===== config.mk =====
export PLATFORM = sky130hd
export DESIGN_NAME = seg7_scan_driver
export DESIGN_NICKNAME = d
export VERILOG_FILES = /design/src/rtl/seg7_scan_driver.sv
export SDC_FILE = /design/constraint.sdc
export NUM_CORES = 1
export LEC_CHECK = 0
export BUFFER_PORTS_ARGS = -buffer_cell sky130_fd_sc_hd__buf_2
export CAP_MARGIN = 10
export CORE_ASPECT_RATIO = 0.8
export CORE_MARGIN = 2
export CORE_UTILIZATION = 53
export CTS_CLUSTER_SIZE = 10
export DETAILED_ROUTE_END_ITERATION = 6
export GPL_TIMING_DRIVEN = 0
export PLACE_DENSITY_LB_ADDON = 0.05
export SYNTH_ARGS = -nofsm -noshare
export SYNTH_HDL_FRONTEND = slang
export SYNTH_SLANG_ARGS = --single-unit

===== constraint.sdc =====
create_clock -name FPGA_CLK -period 2.8 [get_ports FPGA_CLK]
set_input_delay 0.28 -clock FPGA_CLK [delete_from_list [all_inputs] [get_ports FPGA_CLK]]
set_output_delay 0.28 -clock FPGA_CLK [all_outputs]
set_load 0.1 [all_outputs]

===== src/rtl/seg7_scan_driver.sv =====
// seg7_scan_driver: time-multiplexed driver for a 4-digit common-anode
// 7-segment display. Values arrive over valid/ready into a pending buffer
// and are committed to the display buffer only at a frame boundary
// (slot 3 -> slot 0), so a frame never shows a mix of old and new digits.
// DIG/SEG are registered from next-state values, so both pins change on
// the same edge and never glitch.
module seg7_scan_driver #(
  parameter int DIG_PERIOD = 50000, // cycles per digit slot, >= 2
  parameter int DEAD_CYC   = 500    // all-off cycles at slot start, 1..DIG_PERIOD-1
) (
  input  logic        FPGA_CLK,
  input  logic        RESET_BUT,
  input  logic        load_valid,
  output logic        load_ready,
  input  logic [15:0] load_data,
  input  logic [3:0]  load_dp,
  input  logic [3:0]  load_blank,
  output logic [3:0]  DIG,
  output logic [7:0]  SEG
);

  localparam int CW = (DIG_PERIOD > 1) ? $clog2(DIG_PERIOD) : 1;
  localparam logic [CW-1:0] CNT_LAST = CW'(DIG_PERIOD - 1);
  localparam logic [CW-1:0] CNT_ON   = CW'(DEAD_CYC);

  typedef struct packed {
    logic [15:0] data;
    logic [3:0]  dp;
    logic [3:0]  blank;
  } disp_t;

  localparam disp_t DISP_RST = '{data: 16'h0000, dp: 4'h0, blank: 4'hF};

  // Active-high gfedcba pattern for one hex nibble.
  function automatic logic [6:0] hex2seg(input logic [3:0] h);
    case (h)
      4'h0: hex2seg = 7'h3F;  4'h1: hex2seg = 7'h06;
      4'h2: hex2seg = 7'h5B;  4'h3: hex2seg = 7'h4F;
      4'h4: hex2seg = 7'h66;  4'h5: hex2seg = 7'h6D;
      4'h6: hex2seg = 7'h7D;  4'h7: hex2seg = 7'h07;
      4'h8: hex2seg = 7'h7F;  4'h9: hex2seg = 7'h6F;
      4'hA: hex2seg = 7'h77;  4'hB: hex2seg = 7'h7C;
      4'hC: hex2seg = 7'h39;  4'hD: hex2seg = 7'h5E;
      4'hE: hex2seg = 7'h79;  default: hex2seg = 7'h71;
    endcase
  endfunction

  logic [CW-1:0] cnt_q, cnt_d;
  logic [1:0]    slot_q, slot_d;
  disp_t         disp_q, disp_d, pend_q, pend_d;
  logic          pend_v_q, pend_v_d;
  logic          rdy_q, rdy_d;
  logic [3:0]    dig_q, dig_d;
  logic [7:0]    seg_q, seg_d;

  logic          wrap, boundary, xfer, lit;
  logic [1:0]    idx;
  logic [3:0]    nib;

  // Scan counters, handshake/commit and next-cycle pin values.
  always_comb begin
    wrap     = (cnt_q == CNT_LAST);
    boundary = wrap && (slot_q == 2'd3);
    xfer     = load_valid && rdy_q;

    cnt_d  = wrap ? '0 : cnt_q + CW'(1);
    slot_d = wrap ? slot_q + 2'd1 : slot_q;

    pend_d   = xfer ? '{data: load_data, dp: load_dp, blank: load_blank} : pend_q;
    disp_d   = (boundary && pend_v_q) ? pend_q : disp_q;

    // A transfer landing on the boundary edge sees pend_v_q = 0, so it only
    // fills pending and waits for the following boundary.
    pend_v_d = pend_v_q;
    if (xfer)          pend_v_d = 1'b1;
    else if (boundary) pend_v_d = 1'b0;

    // Ready drops right after a transfer and returns one edge after the
    // commit edge (pending already empty, ready still low).
    rdy_d = rdy_q;
    if (xfer)           rdy_d = 1'b0;
    else if (!pend_v_q) rdy_d = 1'b1;

    // Slot i shows the i-th nibble from the left; masks are MSB-leftmost.
    idx = 2'd3 - slot_d;
    case (slot_d)
      2'd0:    nib = disp_d.data[15:12];
      2'd1:    nib = disp_d.data[11:8];
      2'd2:    nib = disp_d.data[7:4];
      default: nib = disp_d.data[3:0];
    endcase
    lit = (cnt_d >= CNT_ON) && !disp_d.blank[idx];

    dig_d = 4'hF;
    seg_d = 8'hFF;
    if (lit) begin
      dig_d = ~(4'b0001 << slot_d);
      seg_d = ~{disp_d.dp[idx], hex2seg(nib)};
    end
  end

  // State and registered pin drivers.
  always_ff @(posedge FPGA_CLK or negedge RESET_BUT) begin
    if (!RESET_BUT) begin
      cnt_q    <= '0;
      slot_q   <= 2'd0;
      disp_q   <= DISP_RST;
      pend_q   <= DISP_RST;
      pend_v_q <= 1'b0;
      rdy_q    <= 1'b1;
      dig_q    <= 4'hF;
      seg_q    <= 8'hFF;
    end else begin
      cnt_q    <= cnt_d;
      slot_q   <= slot_d;
      disp_q   <= disp_d;
      pend_q   <= pend_d;
      pend_v_q <= pend_v_d;
      rdy_q    <= rdy_d;
      dig_q    <= dig_d;
      seg_q    <= seg_d;
    end
  end

  assign load_ready = rdy_q;
  assign DIG        = dig_q;
  assign SEG        = seg_q;

endmodule

# Yosys cells after proc, flatten, opt, wreduce, memory -nomap -nowiden
# Memory sizes are Yosys's and may differ from the RTL's.
# Cells that the tools add are included.
# totals
out_inout_bits	13
mem_count	1
elab_cells	48
inputBits	27
regBits	80
rom_bits	112
# mem_list
memory	depth	width	rd	rd_ports_with_merged_regs	write_ports	line_no	text
(name not given)	16	7	1	0	0	36	case (h)
# classes
n_eq_ne	5
n_mux	15
n_reduce_logical	7
addsub	3
shifts	1
n_lt_le_gt_ge	2
bitwise	2
# ops
cell	count
$mux W24	1
$add A16 B1 Y16 const B	1
$eq A16 B16 Y1 const B	1
$ge A16 B9 Y1 const B	1
$mux W16	1
$pmux W4 S3	1
$mux W8	1
$not A8 Y8	1
$mux W7	1
$mux W1	6
$bmux W1 S2	2
$eq A2 B2 Y1 const B	2
$logic_and A1 B1 Y1	4
$mux W4	1
$not A4 Y4	1
$shl A1 B2 Y4 const A	1
$lt A2 B3 Y1 const B	1
$add A2 B1 Y2 const B	1
$eq A2 B1 Y1 const B	1
$logic_not A2 Y1	1
$mux W2	1
$ne A2 B1 Y1 const B	1
$reduce_bool A2 Y1	1
$sub A2 B2 Y2 const A	1
$logic_not A1 Y1	1

# Logic depth before layout (Yosys ltp)
# Gate-level depths: netlist of the first run.
# depth
ltp_word	11
mapped_depth	13
ltp_nobuf	12

# Least setup slack after synthesis of the first run
# OpenSTA, ideal clock, no wires.
# synth_timing
path_type	flip-flop to flip-flop
startpoint	register cnt_q[5]
endpoint	register seg_q[3] (netlist: SEG[3])
setup_slack_ns	-0.219
setup_ns	0.090
n_path_buf	0
required_time_ns	2.710
arrival_time_ns	2.929
stages_incl_launch_ff	10
cell_sequence	dfrtp_1 or4_4 nor4_4 xnor2_1 inv_2 mux4_2 ha_1 nor2_1 a211oi_1 o21ai_1
# synth_via
elab_chain_cells	9
word_cells_on_any_way	21
cone_classes	add/sub (2); order compare (1); eq/ne (3); mux (8); bitwise (1); reduce/logical (5); memory (1)
# synth_lines
element	line_no	text
from (decl)	48	logic [CW-1:0] cnt_q, cnt_d;
from (signal assigned)	114	cnt_q <= cnt_d;
parallel branches: the longest is 8 deep, another holds $add A16 B1 Y16	--	
$mux W8 (*)	96	if (lit) begin
named net seg_d[3]	54	logic [7:0] seg_q, seg_d;
to (signal assigned)	121	seg_q <= seg_d;
to (decl)	54	
# Mark *: on every way through the listed nets, which the timed path passes. The select of a mux whose other input is x is not followed.
# A chain may end at the register's enable or synchronous reset.

# Final worst setup path of the first run
# layout_timing
startpoint	register cnt_q[11]
endpoint	register seg_q[4] (netlist: SEG[4])
# Same word-level chain as after synthesis.

==> qor.csv, run 1 <==
stage,metric,value,unit
die,Die X,99.17,um
die,initial core utilization,55.18,%
worst_setup_path,Worst Reg-to-Reg Cells,12,
pwr,Internal,1.576,mW
worst_setup_path,critical path launch point type,flop,
global_route,GRT overflow,0,
place,routability cong.,0.8508,
logic_synthesis,register area share after synthesis,52.82,%
final_layout,Layout Nets,415,
timing,fmax,353.8,MHz
global_route,GRT Total Usage,21.01,%
final_layout,layout cell share with drive strength beyond 1,48.32,%
clock_network,Num CTS Buffers,9,
timing,count of pins over their slew limit,0,
min_path,Worst Hold Class,primary input to flop,
logic_synthesis,ys async rst share,100.0,%
logic_synthesis,largest family of logic cells by synthesized area,multiplexers,
final_layout,final std cells w/o fill,474,
final_layout,Layout fillers,542,
worst_setup_path,CP arrival,3100,ps
detailed_routing,Vias,2678,
clock_network,clk buf depth,2,
clock_network,TritonCTS clock tree,yes,
logic_synthesis,Synth cell types,47,
worst_setup_path,crit path kind,flop to flop,
final_layout,"commonest non-fill, non-tap cells in the layout","dfrtp_1, mux2_2, buf_2, buf_4, dfstp_2",
clock_network,CTS sink count,80,
logic_synthesis,mux cell area share after synthesis,21.47,%
pwr,Lkg Pwr,2.164,nW
logic_synthesis,Post-synth EDFFs,0,
global_route,vias in the first global route,2494,
die,DIE AREA,0.007946,mm^2
pwr,total power,2.056,mW
logic_synthesis,"Net Count, Synth",340,
pwr,Seq pwr share,59.6,%
min_path,Hold Path Depth,2,
pwr,Worst VDD drop,0.0002283,V
worst_setup_path,Critical Path RT,3080,ps
die,FP Rows,27,
logic_synthesis,post-synthesis xor/xnor area fraction,3.877,%
timing,Rel. slew slack,52.85,%
worst_setup_path,peak per-stage delay on the critical path,590,ps
clock_network,"Reg clk slew, reported paths",80,ps
logic_synthesis,synth warn,0,
final_layout,area delta synth->final,22.19,%
logic_synthesis,Adder-Cell Fraction of Synth Area,1.955,%
final_layout,"most common cell after layout, fill and taps aside",dfrtp_1,
global_route,largest net degree at the start of global routing,46,
timing,final hold vios,0,
timing,RSZ-0062 raised after global routing,yes,
detailed_routing,DRT Pass-1 Iters,4,
logic_synthesis,Synth Area in Simple Gates,12.51,%
clock_network,H-Tree Depth,3,
timing,post-route minimum period,2827,ps
pwr,switch share,23.35,%
detailed_routing,Iter 0 DRT Violations,109,
worst_setup_path,cells along the critical path,or4_4 > nor3_4 > nand2_2 > buf_8 > mux2i_2 > mux4_2 > inv_2 > buf_4 > ha_4 > a211oi_2 > a31oi_1 > nand2_1,
outcome,failing checks,negative setup slack,
timing,Final setup viols,2,
place,port bufs,39,
place,placed cell count,434,
die,IO Pins,40,
flow_run,max_cap viols,0,
timing,Worst-Margin Slew,707.2,ps
global_route,initial antenna violation count,0,
worst_setup_path,Worst path slowest cell,mux4_2,
clock_network,root buffer cell,clkbuf_8,
logic_synthesis,Seq cells post-synth,80,
worst_setup_path,critical-path maximum fanout,6,
detailed_routing,drt wl/cell,16.86,um
timing,period utilization,101.0,%
detailed_routing,DRT antenna net count,0,
detailed_routing,Via density,5.650,
pwr,clock share of power,36.2,%
final_layout,ant diodes,0,
outcome,status,"complete, but fails checks",
pwr,Comb power frac,4.2,%
logic_synthesis,"Top FF cell, synth",dfrtp_1,
die,Placeable Area,0.006959,mm^2
logic_synthesis,area of the mapped netlist,0.003840,mm^2
global_route,first-pass GRT wire length,12.71,mm
die,Die Height,80.13,um
pwr,NetSw,0.4801,mW
detailed_routing,final wirelength,7.993,mm
logic_synthesis,Syn Inst Count,307,
timing,setup ws final,-26.66,ps
pwr,Power Density,438.3,mW/mm^2
place,HPWL after detailed placement,5.384,mm
logic_synthesis,Synth Area in Compound Gates,4.464,%
clock_network,clk_lat worst skew,350,ps
worst_setup_path,CP endpoint kind,flop,
detailed_routing,Residual DRC,0,
logic_synthesis,Post-Syn Area per Cell,12.51,um^2
timing,worst clock skew,7.047,ps
power by group through the flow:
stage,clock network [mW],logic (mW),registers (mW)
after floorplan,0,0.0402,1.24
after global placement,0,0.0811,1.25
after detailed placement,0,0.0878,1.25
after CTS,0.764,0.0887,1.23
after global routing,0.822,0.0970,1.23
final,0.745,0.0855,1.23
worst max-delay path: cells and delay by family (launching register included):
family	cells	cell delay, ps
mux	2	750
flops	1	390
buf+inv	3	390
simple gates	4	950
compound gates	2	180
fa+ha+maj	1	120
metal layers:
layer | global-route usage [%] | up-vias | part of all wire (%)
li1 | - | 1264 | -
met3 | 5.048 | 8 | 6.4
met1 | 30.02 | 1324 | 45
met5 | 0 | - | 0
met2 | 31.96 | 82 | 47
met4 | 6.712 | 0 | 1.2
per-stage QoR:
step	TNS (ps)	area (um^2)	util (%)	worst slack, ps	hold slack, ps
after global routing	-339.9	4692	67.42	-123.2	81.24
final	-50.80	4692	67.42	-26.66	87.54
after detailed placement	-10180	4187	60.16	-886.4	266.3
after CTS	-132.7	4524	65.01	-110.1	79.71
after global placement	-10630	4164	59.83	-914.6	436.8
after floorplan	-847.8	3860	-	-213.1	-15.59
synthesized netlist by cell type, drive strengths merged, types with 2 or more instances:
cell	number	area share (%)
mux2	47	14
clkbuf	4	0.39
mux2i	13	3.5
and3	4	0.65
nor3	3	0.52
mux4	7	4.1
inv	15	1.5
a211oi	3	0.59
and2	2	0.33
dfrtp	59	38
ha	6	2.0
nor3b	2	0.39
nor2	16	1.6
or3	2	0.33
buf	5	1.0
a31oi	3	0.49
xnor2	6	1.4
xor2	11	2.5
nand2	19	1.9
nor4	5	1.2
o21ai	9	1.2
a21oi	4	0.52
dfstp	21	14
nand4	10	1.8
o211ai	3	0.59
nand3	19	2.5
final cells by class:
cell class,count,area (um^2),share of cell area (%)
Clock inverter,6,45.04,0.9600
Buffer,8,63.81,1.360
Timing Repair Buffer,65,405.4,8.640
Sequential cell,80,2028,43.23
Inverter,15,58.81,1.253
Clock buffer,10,127.6,2.720
Tap cell,87,108.9,2.320
Multi-Input combinational cell,203,1854,39.52
final timing paths:
check	startpoint	slack, ps	endpoint
hold reg to reg	disp_q[9]$_DFF_PN0_	490	disp_q[9]$_DFF_PN0_
hold / removal	load_valid	90	load_ready$_DFFE_PN1P_
setup reg to reg	cnt_q[11]$_DFF_PN0_	-30	SEG[4]$_DFF_PN1_
min in group asynchronous	RESET_BUT	420	cnt_q[8]$_DFF_PN0_
max in group asynchronous	RESET_BUT	1750	SEG[5]$_DFF_PN1_
setup / recovery	cnt_q[11]$_DFF_PN0_	-30	SEG[4]$_DFF_PN1_
registers in the layout, indices dropped and copies added, names as in the netlist:
name	cells
disp_q	24
pend_q	24
cnt_q	16
SEG	8
DIG	4
slot_q	2
load_ready	1
pend_v_q	1
cells by family (layout without fill, tap and decap cells):
logic type               after synthesis  after routing
buffers and inverters                 24            104
AND/OR/NAND/NOR                       87             87
XOR/XNOR                              17             17
AO/OA/AOI/OAI                         26             26
multiplexers                          67             67
adder cells (fa/ha/maj)                6              6
flip-flops                            80             80
repair_timing:
action | in CTS | in global routing
hold buffers | 1 | 0
endpoints found under the setup margin | 12 | 12
setup buffers | 13 | 10
hold endpoints to repair | 26 | 0
cloned | 0 | 1
pin swaps | 7 | 9
gates resized for setup | 15 | 17
No activity file was read; power rests on OpenSTA's default activity.
==> inputs of run 2 (changes only) <==
Settings changed: CORE_ASPECT_RATIO 0.8 to default, REMOVE_ABC_BUFFERS from default to 1.
==> qor.csv, run 2 (synthesis results as in run 1) <==
stage,metric,value,unit,change
outcome,status,"complete, but fails checks",,
outcome,failing checks,negative setup slack,,
detailed_routing,drt wl/cell,16.45,um,-2.4%
global_route,initial antenna violation count,0,,unchanged
worst_setup_path,critical-path maximum fanout,6,,unchanged
pwr,Internal,1.780,mW,+13%
detailed_routing,DRT Pass-1 Iters,4,,unchanged
global_route,GRT overflow,0,,unchanged
clock_network,H-Tree Depth,3,,unchanged
worst_setup_path,CP endpoint kind,flop,,
detailed_routing,Residual DRC,0,,unchanged
timing,TNS Setup,-16.78,ps,+34.02 ps
worst_setup_path,cells along the critical path,or4_4 > nor3_4 > nand2_8 > mux2i_1 > mux4_2 > buf_6 > o311a_1 > o21ai_1,,
pwr,Seq pwr share,54.1,%,-5.5 points
pwr,switch share,21.28,%,-2.1 points
clock_network,root buffer cell,clkbuf_8,,
worst_setup_path,CP arrival,3100,ps,about the same
worst_setup_path,peak per-stage delay on the critical path,590,ps,about the same
die,FP Rows,31,,+15%
pwr,Worst VDD drop,0.0003037,V,+33%
place,post-placement cell area,0.004134,mm^2,-1.3%
flow_run,max_cap viols,0,,unchanged
global_route,vias in the first global route,2603,,+4.4%
timing,Final setup viols,1,,-1
final_layout,layout cell share with drive strength beyond 1,49.35,%,+1.0 points
place,HPWL after detailed placement,4.875,mm,-9.5%
clock_network,"Reg clk slew, reported paths",80,ps,about the same
clock_network,TritonCTS clock tree,yes,,
timing,setup ws final,-16.78,ps,+9.886 ps
global_route,GRT Total Usage,21.67,%,+0.66 points
timing,fmax,355.0,MHz,+0.35%
final_layout,area delta synth->final,24.70,%,
place,port bufs,39,,unchanged
worst_setup_path,r2r startpoint,cnt_q[5]$_DFF_PN0_,,
global_route,first-pass GRT wire length,12.82,mm,+0.87%
final_layout,Layout fillers,574,,+5.9%
clock_network,Num CTS Buffers,9,,unchanged
pwr,NetSw,0.4812,mW,+0.23%
min_path,Worst Hold Class,primary input to flop,,
timing,final hold vios,0,,unchanged
final_layout,cell area after layout,0.004788,mm^2,+2.1%
final_layout,"most common cell after layout, fill and taps aside",dfrtp_1,,
die,Die X,89.12,um,-10%
final_layout,final std cells w/o fill,484,,+2.1%
timing,RSZ-0062 raised after global routing,yes,,
clock_network,CTS sink count,80,,unchanged
detailed_routing,Via density,5.481,,-3.0%
final_layout,ant diodes,0,,unchanged
global_route,largest net degree at the start of global routing,47,,+2.2%
pwr,Lkg Pwr,2.216,nW,+2.4%
final_layout,Layout Nets,413,,-0.48%
die,DIE AREA,0.007942,mm^2,about the same
worst_setup_path,Crit. Startpoint,cnt_q[5]$_DFF_PN0_,,
pwr,Comb power frac,3.9,%,-0.3 points
timing,Worst-Margin Slew,1187,ps,+479.4 ps
place,routability cong.,0.8084,,-5.0%
die,Placeable Area,0.007137,mm^2,+2.6%
place,DP Worst Slack,-1470,ps,-584.0 ps
worst_setup_path,Worst path slowest cell,mux4_2,,
die,IO Pins,40,,unchanged
die,Die Height,89.12,um,+11%
final_layout,Regs by FF count,"disp_q: 24 flops, pend_q: 24 flops, cnt_q: 16 flops",,
min_path,hold_sp,load_valid,,
pwr,clock share of power,42.0,%,+5.8 points
timing,post-route minimum period,2817,ps,-9.886 ps
worst_setup_path,critical path launch point type,flop,,
timing,worst clock skew,8.662,ps,+1.615 ps
final_layout,"commonest non-fill, non-tap cells in the layout","dfrtp_1, mux2_2, buf_2, buf_4, dfstp_2",,
die,initial core utilization,53.80,%,-1.4 points
worst_setup_path,Critical Path RT,3090,ps,about the same
detailed_routing,Vias,2653,,-0.93%
detailed_routing,DRT antenna net count,0,,unchanged
timing,count of pins over their slew limit,0,,unchanged
detailed_routing,Iter 0 DRT Violations,157,,+44%
timing,period utilization,100.6,%,-0.35 points
pwr,Power Density,472.2,mW/mm^2,+7.7%
detailed_routing,final wirelength,7.963,mm,-0.38%
clock_network,clk_lat worst skew,350,ps,about the same
worst_setup_path,crit path kind,flop to flop,,
clock_network,clk buf depth,2,,unchanged
timing,Rel. slew slack,20.70,%,-32 points
place,placed cell count,437,,+0.69%
-- run 2: cell count changes in the layout (fill, tap and decap cells not counted), moves of 2 or more --
| cell | before | now |
|---|---|---|
| buf_4 | 25 | 27 |
| bufinv_16 | 0 | 2 |
| clkbuf_1 | 4 | 1 |
| dfrtp_1 | 59 | 55 |
| dfrtp_2 | 0 | 4 |
| nor2_4 | 1 | 3 |
| buf_8 | 2 | 0 |
| clkinvlp_4 | 3 | 0 |
| nand2_2 | 2 | 0 |
-- run 2: what timing repair did --
| action | CTS | global route |
|---|---|---|
| resized for setup | 26 | 11 |
| hold buffers | 1 | 0 |
| endpoints found under the setup margin | 25 | 12 |
| endpoints found under the hold margin | 25 | 0 |
| pin swaps | 12 | 9 |
| buffers inserted | 16 | 13 |
| cloned | 0 | 1 |
-- run 2: metal layers --
metal	GRT usage (%)	vias up	wire [um]
li1	-	1256	-
met1	30.52	1309	3754
met2	31.99	71	3685
met3	4.894	17	329
met4	10.18	0	195
met5	0	-	0
-- run 2: metrics by stage --
| step | hold WS (ps) | power [mW] | utilization [%] |
|---|---|---|---|
| 2_1_floorplan | -15.59 | 1.278 | - |
| 4_1_cts | 76.92 | 2.288 | 64.76 |
| 3_5_place_dp | 274.9 | 1.335 | 57.92 |
| 6_report | 84.61 | 2.261 | 67.09 |
| 5_1_grt | 87.72 | 2.346 | 67.09 |
| 3_3_place_gp | 439.0 | 1.325 | 57.50 |
-- run 2: worst paths after layout --
path | to | slack (ps) | depth (start not counted)
setup reg to reg | SEG[3]$_DFF_PN1_ | -20 | 8
hold reg to reg | disp_q[21]$_DFF_PN0_ | 490 | 2
max in group asynchronous | SEG[7]$_DFF_PN1_ | 1750 | 3
setup / recovery | SEG[3]$_DFF_PN1_ | -20 | 8
hold / removal | load_ready$_DFFE_PN1P_ | 80 | 2
min in group asynchronous | cnt_q[10]$_DFF_PN0_ | 420 | 2
-- run 2: critical path: cells and delay by family, from the launching register on --
| kind | cells | cell delay, ps |
|---|---|---|
| AND/OR/NAND/NOR | 3 | 960 |
| multiplexers | 2 | 740 |
| AO/OA/AOI/OAI | 2 | 460 |
| flip-flops | 1 | 420 |
| buffers and inverters | 1 | 170 |
-- run 2: power by group through the flow --
| stage | Combinational, mW | Sequential [mW] | Clock [mW] |
|---|---|---|---|
| final | 0.0872 | 1.22 | 0.950 |
| after global placement | 0.0806 | 1.24 | 0 |
| after floorplan | 0.0402 | 1.24 | 0 |
| after detailed placement | 0.0894 | 1.25 | 0 |
| after CTS | 0.0905 | 1.22 | 0.973 |
| after global routing | 0.0994 | 1.23 | 1.02 |
-- run 2: final cells by class --
type | count | area (um^2) | share of cell area [%]
Sequential cell | 80 | 2033 | 42.46
Clock buffer | 11 | 141.4 | 2.953
Tap cell | 99 | 123.9 | 2.587
Clock inverter | 5 | 78.83 | 1.646
Inverter | 15 | 58.81 | 1.228
Timing Repair Buffer | 70 | 473.0 | 9.877
Multi-Input combinational cell | 204 | 1879 | 39.25
==> inputs of run 3 (changes only) <==
Settings changed: ABC_AREA from default to 1, GPL_TIMING_DRIVEN 0 to default.
==> qor.csv, run 3 <==
stage,metric,value,unit,change
pwr,Power Density,530.6,mW/mm^2,+12%
place,port bufs,39,,unchanged
logic_synthesis,Post-Syn Area per Cell,8.646,um^2,-31%
timing,setup ws final,282.2,ps,+299.0 ps
pwr,Lkg Pwr,2.318,nW,+4.6%
timing,RSZ-0062 raised after global routing,no,,
clock_network,clk_lat worst skew,350,ps,about the same
timing,Rel. slew slack,33.22,%,+13 points
logic_synthesis,Post-synth EDFFs,0,,unchanged
clock_network,clk buf depth,2,,unchanged
place,post-placement cell area,0.004457,mm^2,+7.8%
logic_synthesis,largest family of logic cells by synthesized area,simple AND/OR/NAND/NOR gates,,
clock_network,post-CTS setup buffer count,0,,-16
timing,WHS,80.66,ps,-3.946 ps
worst_setup_path,crit path kind,flop to flop,,
clock_network,CTS sink count,80,,unchanged
logic_synthesis,post-synthesis xor/xnor area fraction,2.321,%,-1.6 points
logic_synthesis,ys async rst share,100.0,%,unchanged
final_layout,layout cell share with drive strength beyond 1,28.68,%,-21 points
pwr,NetSw,0.6025,mW,+25%
detailed_routing,DRT Pass-1 Iters,4,,unchanged
final_layout,ant diodes,0,,unchanged
timing,count of pins over their slew limit,0,,unchanged
clock_network,Num CTS Buffers,9,,unchanged
clock_network,TritonCTS clock tree,yes,,
logic_synthesis,Syn Inst Count,480,,+56%
worst_setup_path,Critical Path RT,3100,ps,about the same
timing,Final setup viols,0,,-1
final_layout,area delta synth->final,12.78,%,
pwr,clock share of power,38.8,%,-3.2 points
detailed_routing,DRT antenna net count,0,,unchanged
die,initial core utilization,54.27,%,+0.47 points
pwr,Seq pwr share,54.2,%,about the same
logic_synthesis,top-count cell post-synth,nand2_1,,
die,Placeable Area,0.007647,mm^2,+7.2%
detailed_routing,Via density,5.027,,-8.3%
final_layout,Layout Nets,558,,+35%
detailed_routing,Iter 0 DRT Violations,173,,+10%
logic_synthesis,dominant cells by area after synthesis,"dfrtp_1, nand2_1, dfstp_2",,
pwr,Internal,1.881,mW,+5.7%
min_path,Worst Hold Class,primary input to async pin,,
final_layout,final std cells w/o fill,632,,+31%
logic_synthesis,commonest cells in the netlist,"nand2_1, dfrtp_1, inv_1, nor2_1, nand2_2",,
die,IO Pins,40,,unchanged
pwr,switch share,24.26,%,+3.0 points
worst_setup_path,critical path launch point type,flop,,
timing,period utilization,89.92,%,-11 points
detailed_routing,drt wl/cell,13.92,um,-15%
die,FP Rows,32,,+3.2%
worst_setup_path,CP endpoint kind,flop,,
logic_synthesis,"Top FF cell, synth",dfrtp_1,,
logic_synthesis,Synth Area in Compound Gates,2.864,%,-1.6 points
place,placed cell count,616,,+41%
timing,fmax,397.2,MHz,+12%
global_route,vias in the first global route,3125,,+20%
place,DP Worst Slack,279.1,ps,+1750 ps
pwr,Comb power frac,7.0,%,+3.1 points
global_route,largest net degree at the start of global routing,81,,+72%
global_route,GRT overflow,0,,unchanged
logic_synthesis,Adder-Cell Fraction of Synth Area,1.809,%,-0.15 points
logic_synthesis,synth warn,0,,unchanged
logic_synthesis,register area share after synthesis,48.87,%,-3.9 points
worst_setup_path,critical-path maximum fanout,6,,unchanged
die,Die Height,92.49,um,+3.8%
timing,worst clock skew,8.209,ps,-0.4526 ps
die,Die X,92.49,um,+3.8%
outcome,status,finished clean,,
worst_setup_path,CP arrival,2810,ps,-290 ps
timing,Worst-Margin Slew,1002,ps,-185.0 ps
timing,post-route minimum period,2518,ps,-299.0 ps
logic_synthesis,mux cell area share after synthesis,0,%,-21 points
final_layout,"commonest non-fill, non-tap cells in the layout","nand2_1, dfrtp_1, buf_2, inv_1, nor2_1",,
global_route,initial antenna violation count,0,,unchanged
flow_run,max_cap viols,0,,unchanged
final_layout,"most common cell after layout, fill and taps aside",nand2_1,,
place,routability cong.,0.9129,,+13%
detailed_routing,Vias,3177,,+20%
detailed_routing,final wirelength,8.799,mm,+10%
final_layout,Regs by FF count,"disp_q: 24 flops, pend_q: 24 flops, cnt_q: 16 flops",,
final_layout,Layout fillers,660,,+15%
logic_synthesis,top-area cell type share of the netlist area,35.57,%,-2.9 points
logic_synthesis,Synth Area in Simple Gates,38.68,%,+26 points
logic_synthesis,area of the mapped netlist,0.004150,mm^2,+8.1%
timing,TNS Setup,0,ps,+16.78 ps
pwr,total power,2.484,mW,+9.9%
place,HPWL after detailed placement,6.362,mm,+31%
detailed_routing,Residual DRC,0,,unchanged
clock_network,root buffer cell,clkbuf_8,,
logic_synthesis,Seq cells post-synth,80,,unchanged
final_layout,"Core Util, Final",61.21,%,-5.9 points
logic_synthesis,leading area contributor after synthesis,dfrtp_1,,
clock_network,H-Tree Depth,3,,unchanged
logic_synthesis,Synth cell types,38,,-19%
pwr,Worst VDD drop,0.0003065,V,+0.92%
die,DIE AREA,0.008554,mm^2,+7.7%
global_route,first-pass GRT wire length,15.06,mm,+17%
clock_network,"Reg clk slew, reported paths",90,ps,about the same
final_layout,cell area after layout,0.004681,mm^2,-2.2%
timing,final hold vios,0,,unchanged
global_route,GRT Total Usage,22.59,%,+0.92 points
-- run 3: cell count changes after synthesis, moves of 9 or more --
cell     before  now
nor2_1       15   29
nand2_2       0   27
mux2i_1      12    0
inv_1        11   32
nand4_1       9   18
nor2_4        0   11
nand2_1      19  174
mux2_2       44    0
-- run 3: timing repair --
| action | in CTS | in global routing |
|---|---|---|
| hold buffers | 0 | 0 |
| resized for setup | 0 | 1 |
| setup endpoints to repair | 0 | 1 |
| hold endpoints to repair | 0 | 0 |
-- run 3: path summary, 6_finish.rpt --
path                                         end  slack, ps  cells after the start                  start
hold reg to reg            pend_q[1]$_DFFE_PN1P_        470                      2  pend_q[1]$_DFFE_PN1P_
setup / recovery                SEG[3]$_DFF_PN1_        280                     14     cnt_q[0]$_DFF_PN0_
setup reg to reg                SEG[3]$_DFF_PN1_        280                     14     cnt_q[0]$_DFF_PN0_
max in group asynchronous   disp_q[19]$_DFF_PN0_       2060                      1              RESET_BUT
hold / removal                cnt_q[5]$_DFF_PN0_         80                      1              RESET_BUT
min in group FPGA_CLK      pend_q[0]$_DFFE_PN1P_        110                      3          load_blank[0]
-- run 3: cell families (layout without fill, tap and decap cells) --
family | after synthesis | count (layout)
xor+xnor | 11 | 11
simple gates | 311 | 311
fa+ha+maj | 6 | 6
flops | 80 | 80
buf+inv | 53 | 103
compound gates | 19 | 19
-- run 3: area by class of cell --
type / instances / area [um^2] / share of cell area, %
Sequential cell: 80 / 2028 / 43.33
Inverter: 41 / 155.1 / 3.315
Tap cell: 102 / 127.6 / 2.727
Timing Repair Buffer: 46 / 250.2 / 5.346
Clock buffer: 12 / 145.1 / 3.101
Multi-Input combinational cell: 347 / 1898 / 40.55
Clock inverter: 4 / 76.32 / 1.631
-- run 3: critical path, cell delays in order, from the launching register on --
cell	delay (ps)
dfrtp_1	400
ha_1	250
nand3_2	160
nor2_2	180
nand2_1	120
nand2_1	120
nand2_4	100
nor2_4	280
nand2_2	130
nand3_2	110
nor2_4	50
ha_1	300
o21ai_2	130
nand2_1	50
nand3_1	80
-- run 3: metal layers --
layer | GRT usage [%] | share of wire, % | up-vias | wire length, um
met1 | 31.26 | 48 | 1494 | 4237
met5 | 0 | 0 | - | 0
met4 | 7.836 | 1.7 | 0 | 153
met2 | 36.31 | 47 | 62 | 4159
met3 | 3.580 | 2.8 | 15 | 248
li1 | - | - | 1606 | -
-- run 3: power by group through the flow --
stage	Clock [mW]	Combinational, mW	Sequential, mW
3_3_place_gp	0	0.169	1.37
6_report	0.964	0.174	1.35
5_1_grt	1.02	0.205	1.36
2_1_floorplan	0	0.101	1.36
3_5_place_dp	0	0.178	1.37
4_1_cts	0.979	0.179	1.35
